## src/rtl/bd_funnel_decoder.sv

```systemverilog
// BD funnel decoder: strips the route prefix, identifies the leaf, reassembles two-flit leaf-2 words.
// Optional feature macro: BD_DECODE_ERR_EN (counts dropped 1111 flits on err_count).
module bd_funnel_decoder #(
    parameter int FLIT_W    = 21,
    parameter int LEAF_W    = 2,
    parameter int PAYLOAD_W = 36
) (
    input  logic                 clk,
    input  logic                 reset,
    input  logic [FLIT_W-1:0]    bd_data_in_d,
    input  logic                 bd_data_in_v,
    output logic                 bd_data_in_a,
    output logic [LEAF_W-1:0]    words_out_leaf,
    output logic [PAYLOAD_W-1:0] words_out_payload,
    output logic                 words_out_v,
    input  logic                 words_out_a,
    output logic [15:0]          err_count
);
    typedef enum logic {IDLE, HALF} state_t;

    state_t                 state_q;
    logic [17:0]            acc_q;
    logic                   out_v_q;
    logic [LEAF_W-1:0]      leaf_q;
    logic [PAYLOAD_W-1:0]   pay_q;

    logic [3:0]             pfx;
    logic                   in_acc;
    logic                   dec_emit;
    logic                   dec_l2;
    logic [LEAF_W-1:0]      dec_leaf;
    logic [PAYLOAD_W-1:0]   dec_pay;

    assign pfx = bd_data_in_d[FLIT_W-1 -: 4];

    // Single output register: a new flit can land whenever the current word leaves this cycle.
    assign bd_data_in_a = reset || !out_v_q || words_out_a;
    assign in_acc       = bd_data_in_v && bd_data_in_a && !reset;

    always_comb begin
        dec_emit = 1'b0;
        dec_l2   = 1'b0;
        dec_leaf = '0;
        dec_pay  = '0;
        casez (pfx)
            4'b0???: begin
                dec_emit = 1'b1;
                dec_leaf = LEAF_W'(0);
                dec_pay  = PAYLOAD_W'(bd_data_in_d[19:0]);
            end
            4'b10??: begin
                dec_emit = 1'b1;
                dec_leaf = LEAF_W'(1);
                dec_pay  = PAYLOAD_W'(bd_data_in_d[18:0]);
            end
            4'b110?: begin
                dec_l2   = 1'b1;
                dec_emit = (state_q == HALF);
                dec_leaf = LEAF_W'(2);
                dec_pay  = PAYLOAD_W'({bd_data_in_d[17:0], acc_q});
            end
            4'b1110: begin
                dec_emit = 1'b1;
                dec_leaf = LEAF_W'(3);
                dec_pay  = PAYLOAD_W'(bd_data_in_d[16:0]);
            end
            default: ;
        endcase
    end

    always_ff @(posedge clk) begin
        if (reset) begin
            state_q <= IDLE;
            acc_q   <= '0;
            out_v_q <= 1'b0;
            leaf_q  <= '0;
            pay_q   <= '0;
        end else begin
            if (words_out_a) begin
                out_v_q <= 1'b0;
            end
            if (in_acc) begin
                if (dec_emit) begin
                    out_v_q <= 1'b1;
                    leaf_q  <= dec_leaf;
                    pay_q   <= dec_pay;
                end
                // Other leaves may interleave with a pending leaf-2 half; only leaf-2 flits touch acc/state.
                if (dec_l2) begin
                    if (state_q == IDLE) begin
                        acc_q   <= bd_data_in_d[17:0];
                        state_q <= HALF;
                    end else begin
                        state_q <= IDLE;
                    end
                end
            end
        end
    end

    assign words_out_v       = out_v_q;
    assign words_out_leaf    = leaf_q;
    assign words_out_payload = pay_q;

`ifdef BD_DECODE_ERR_EN
    logic [15:0] err_q;
    logic        bad;

    assign bad = (pfx == 4'b1111);

    always_ff @(posedge clk) begin
        if (reset) begin
            err_q <= '0;
        end else if (in_acc && bad && err_q != 16'hFFFF) begin
            err_q <= err_q + 16'd1;
        end
    end

    assign err_count = err_q;
`else
    assign err_count = 16'd0;
`endif

endmodule

```

## config.mk

```make
export PLATFORM = sky130hd
export DESIGN_NAME = bd_funnel_decoder
export DESIGN_NICKNAME = d
export VERILOG_FILES = /design/src/rtl/bd_funnel_decoder.sv
export SDC_FILE = /design/constraint.sdc
export NUM_CORES = 1
export LEC_CHECK = 0
export CAP_MARGIN = 25
export CELL_PAD_IN_SITES_DETAIL_PLACEMENT = 2
export CELL_PAD_IN_SITES_GLOBAL_PLACEMENT = 2
export CORE_MARGIN = 4
export CORE_UTILIZATION = 25
export CTS_CLUSTER_DIAMETER = 120
export DETAILED_ROUTE_END_ITERATION = 7
export GPL_TIMING_DRIVEN = 0
export PLACE_DENSITY_LB_ADDON = 0.12
export SYNTH_ARGS = -nofsm -noshare
export SYNTH_HDL_FRONTEND = slang
export SYNTH_SLANG_ARGS = --single-unit
export TNS_END_PERCENT = 1
```

## constraint.sdc

```tcl
create_clock -name clk -period 1.7 [get_ports clk]
set_input_delay 0.34 -clock clk [delete_from_list [all_inputs] [get_ports clk]]
set_output_delay 0.34 -clock clk [all_outputs]
set_load 0.05 [all_outputs]
```

**Word level (Yosys, flattened, before mapping)**

Cells that the tools add are included.

- Add/subtract/negate cells: 0
- Multipliers: 0
- Div/mod/pow operators: 0
- $lt $le $gt $ge: 0
- Equality and inequality tests: 3
- Shift-type cells: 0
- Multiplexer cells: 8
- Bitwise gates (word level): 2
- Reductions and logical operators: 10

Operators by type and width:

| cell | count |
|---|---|
| 36-bit one-hot mux with 4 select lines | 1 |
| 2-bit one-hot mux with 3 select lines | 1 |
| 1-bit two-way mux | 5 |
| 4-bit == test, second input constant | 1 |
| 2-bit AND reduction | 2 |
| 3-bit == test, second input constant | 1 |
| 3-bit AND reduction | 1 |
| 3-bit OR reduction | 1 |
| 2-bit == test, second input constant | 1 |
| 1-bit logical AND | 2 |
| 1-bit zero test | 2 |
| 1-bit logical OR | 2 |
| 1-bit NOT | 2 |
| 1-bit one-hot mux with 2 select lines | 1 |

- Bits in registers: 58
- Latch bits: 0
- Bits in writable memories: 0
- Memory bits (read-only): 0
- Bits of input ports: 25
- Logic and storage cells: 28
- Memories: 0

**Logic depth before layout (Yosys ltp)**

- Depth in word-level cells: 6
- Depth in mapped cells: 7
- Gate-level depth less buffers: 4

**Least setup slack after synthesis**

Ideal clock, no wire load.

- Path type: register to output
- Start: reg out_v_q, in the netlist words_out_v
- End: out bd_data_in_a
- Arrival: 1.326 ns
- Required time: 1.360 ns
- Setup slack: 0.034 ns
- Stages on the path, launching flop included: 3
- Cells stage by stage: dfxtp_1 -> nand2b_1 -> or2_2

- Cells in the longest elaborated chain, start to end: 3

Ends and longest elaborated chain:

| what | RTL line | source |
|---|---|---|
| from (decl) | 23 | `logic out_v_q;` |
| from (signal assigned) | 75 | `out_v_q <= 1'b0;` |
| from (signal assigned) | 80 | `out_v_q <= 1'b0;` |
| from (signal assigned) | 84 | `out_v_q <= 1'b1;` |
| 1-bit zero test | 37 | `assign bd_data_in_a = reset \|\| !out_v_q \|\| words_out_a;` |
| 1-bit logical OR (2 in a row) | 37 |  |
| to (decl) | 12 | `output logic bd_data_in_a,` |

Every way passes these cells.

**Worst setup path in the final report**

- Start: in words_out_a
- End: out bd_data_in_a

- Cells in the longest elaborated chain, start to end: 1

Ends and longest elaborated chain:

| what | RTL line | source |
|---|---|---|
| from (decl) | 16 | `input logic words_out_a,` |
| 1-bit logical OR | 37 |  |

Every way passes these cells.

==> summary.txt <==
Status: finished clean
CP max FO: 2
Setup crit end: bd_data_in_a
Number of global-route vias before repair: 2710
Starting Density: 26.05%
Root buffer cell: clkbuf_8
Reg-to-Reg Start: state_q$_SDFFE_PP0P_
Vias: 2389
Distinct cells, synth: 31
Fmax: 0.5937 GHz
Setup Crit Path Kind: input pin to output pin
Drt pass-1 iters: 4
H-tree level count: 3
Slew margin rel.: 61.17%
Non-Filler Instances: 514
Gr usage total: 15.73%
Synth Register Bits: 58
CP cell instances: clkdlybuf4s50_1 -> nand2b_4 -> or2_2 -> buf_6
Arr. time, crit path: 1.34 ns
Syn_area_per_cell: 8.486 um2
Sequential cell area: 0.001161 mm2
Power, Total: 3.598 mW
WL final: 8650 um
RSZ-0062 raised after global routing: true
Vias per cell: 4.648
Row Count: 35
R2R setup slack: 0.21 ns
Worst EP required: 1.36 ns
Clock skew: 0.008416 ns
Count of final setup violators: 0
Die area: 0.01146 mm2
Setup tns final: 0 ns
Peak VDD IR: 0.3773 mV
Crit path max-delay cell type: clkdlybuf4s50_1
GRT overflow: 0
Cell family with most CP delay: buffers and inverters
Netlist Area Pre-Place: 0.002452 mm2
Layout cells sized above 1: 21.04%
Min Tclk post-route: 1.684 ns
CTS Hold Bufs: 0
Clock Path Buffers: 2
Sequential share of the synthesized area: 47.35%
Syn-to-layout area delta: 47.50%
Core region area: 0.009415 mm2
Post-synthesis instance total: 289
Port-buffer cells: 64
Clk sinks: 58
Die Y: 107.0 um
LEAKAGE: 1.554 nW
Synth warnings: 0
CTS tree: yes
DP Cell Count: 497
Filler cell count in the final layout: 1102
Worst path max stage delay: 0.41 ns
CP Launch Point: words_out_a
Hold Fails Final Rpt: 0
Period Utilization, post-route: 99.08%
Die Width: 107.0 um
Layout net count: 405
Startpoint types: input pin
Number of CTS-inserted buffers: 9
Fin. max-slew vios: 0
Fin util: 38.42%
Worst hold path type: input pin to register
WL per Instance: 16.83 um
CP bufs+invs: 2
Max_cap viols: 0
Clock-pin slew on the worst setup and hold paths: 0.07 ns
Antenna-violating nets left: 0
Min Hold Slack: 0.4225 ns
# DRC: 0
Largest net degree at the start of global routing: 11
Multi-input logic area: 0.001171 mm2
Routability cong.: 0.7426
Worst-Skew Late Latency: 0.34 ns
Post-DP HPWL: 5958 um
PD cells: 994.8 mW/mm2
I/O pin total: 81
Worst r2r dst: words_out_payload[32]$_SDFFE_PP0P_
First-pass GRT wire length: 14080 um
Endpoint type of the worst setup path: output pin
Initial antenna violation count: 0
Transition time at the pin with the least slew margin: 0.5824 ns
Total inserted antenna cells: 0
Stages on the worst setup path: 4
Initial drt markers: 61
Reg2Reg Depth: 6
## how the worst min path moves through the flow
| stage | from | to | slack (ns) | cells past startpoint |
|---|---|---|---|---|
| 5_1_grt | reset | words_out_v$_SDFF_PP0_ | 0.46 | 3 |
| 4_1_cts | words_out_leaf[0]$_SDFFE_PP0P_ | words_out_leaf[0]$_SDFFE_PP0P_ | 0.46 | 2 |
| 3_3_place_gp | acc_q[2]$_SDFFE_PP0P_ | acc_q[2]$_SDFFE_PP0P_ | 0.44 | 2 |
| 6_report | reset | words_out_v$_SDFF_PP0_ | 0.42 | 3 |
| 2_1_floorplan | acc_q[0]$_SDFFE_PP0P_ | acc_q[0]$_SDFFE_PP0P_ | 0.44 | 2 |
| 3_5_place_dp | acc_q[6]$_SDFFE_PP0P_ | acc_q[6]$_SDFFE_PP0P_ | 0.45 | 2 |
## final cells by class
| type | instances | area share (%) |
|---|---|---|
| Clock buffer | 10 | 3.528 |
| Sequential cell | 58 | 32.10 |
| Inverter | 1 | 0.1038 |
| Clock inverter | 6 | 2.906 |
| Multi-Input combinational cell | 207 | 32.38 |
| Tap cell | 129 | 4.462 |
| Timing Repair Buffer | 65 | 16.53 |
| Buffer | 38 | 7.990 |
## cells in the final DEF, fill, tap and decap left out, types with 7 or more instances in the layout
master           count
a21oi_1             29
a21oi_2             10
a221oi_1             7
a221oi_2            10
buf_4               19
buf_6                8
clkbuf_8            10
clkdlybuf4s50_1     19
conb_1              16
dfxtp_1             58
dlygate4sd2_1       43
nand2_1             61
nand3_1             19
nor2_1              19
nor3_1              18
## report_power, final
group	total (mW)	internal (mW)	switching, mW
clock	1.55	0.967	0.580
combinational	0.625	0.197	0.428
sequential	1.43	1.40	0.0231
## cells in the mapped netlist, drive strengths merged
cell type	instances	area [um2]
nand2	62	235.2
dfxtp	58	1161
a21oi	39	232.7
buf	29	222.7
nand3	20	105.1
nor2	19	71.32
nor3	19	100.1
a221oi	17	148.9
clkbuf	9	33.78
nand2b	2	12.51
nor2b	2	12.51
a211oi	1	7.510
and2b	1	7.510
and3	1	6.260
and3b	1	8.760
and4b	1	10.01
conb	1	3.750
inv	1	3.750
nand4b	1	23.77
nor3b	1	7.510
o21ai	1	5.000
o311a	1	10.01
o311ai	1	16.27
or2	1	6.260
## through the flow
step                      setup WS, ns  instance area [um2]
after floorplan                0.03390                 2509
after global placement         -0.7226                 3311
after detailed placement       -0.7333                 3311
after CTS                      -0.1576                 3525
after global routing         -0.009212                 3617
final                          0.01559                 3617
## tightest hold or removal path: cells and delay by family
kind / cells / cell delay (ns)
buffers and inverters: 1 / 0.17
and+or+nand+nor: 2 / 0.20
## per-layer routing
layer,global-route usage [%],vias up,routed length (um)
li1,-,1154,-
met1,19.85,1171,3996
met2,26.99,55,4220
met5,0,-,0
met4,4.566,0,108
met3,3.191,9,324
## repair_timing
| action | 4_1_cts | 5_1_grt |
|---|---|---|
| buffers inserted | 0 | 1 |
| pin swaps | 0 | 0 |
| setup endpoints to repair | 89 | 48 |
| resized for setup | 61 | 21 |
## state kept, by name (all words and copies together) (netlist names)
register / cells
words_out_v: 1
acc_q: 18
words_out_payload: 36
state_q: 1
words_out_leaf: 2
## logic make-up after synthesis
family / count (synthesis) / synth area share [%]
simple gates: 131 / 24.75
buf+inv: 39 / 10.61
flops: 58 / 47.35
compound gates: 60 / 17.14
other cells: 1 / 0.1529
(Power assumes the default switching activity.)
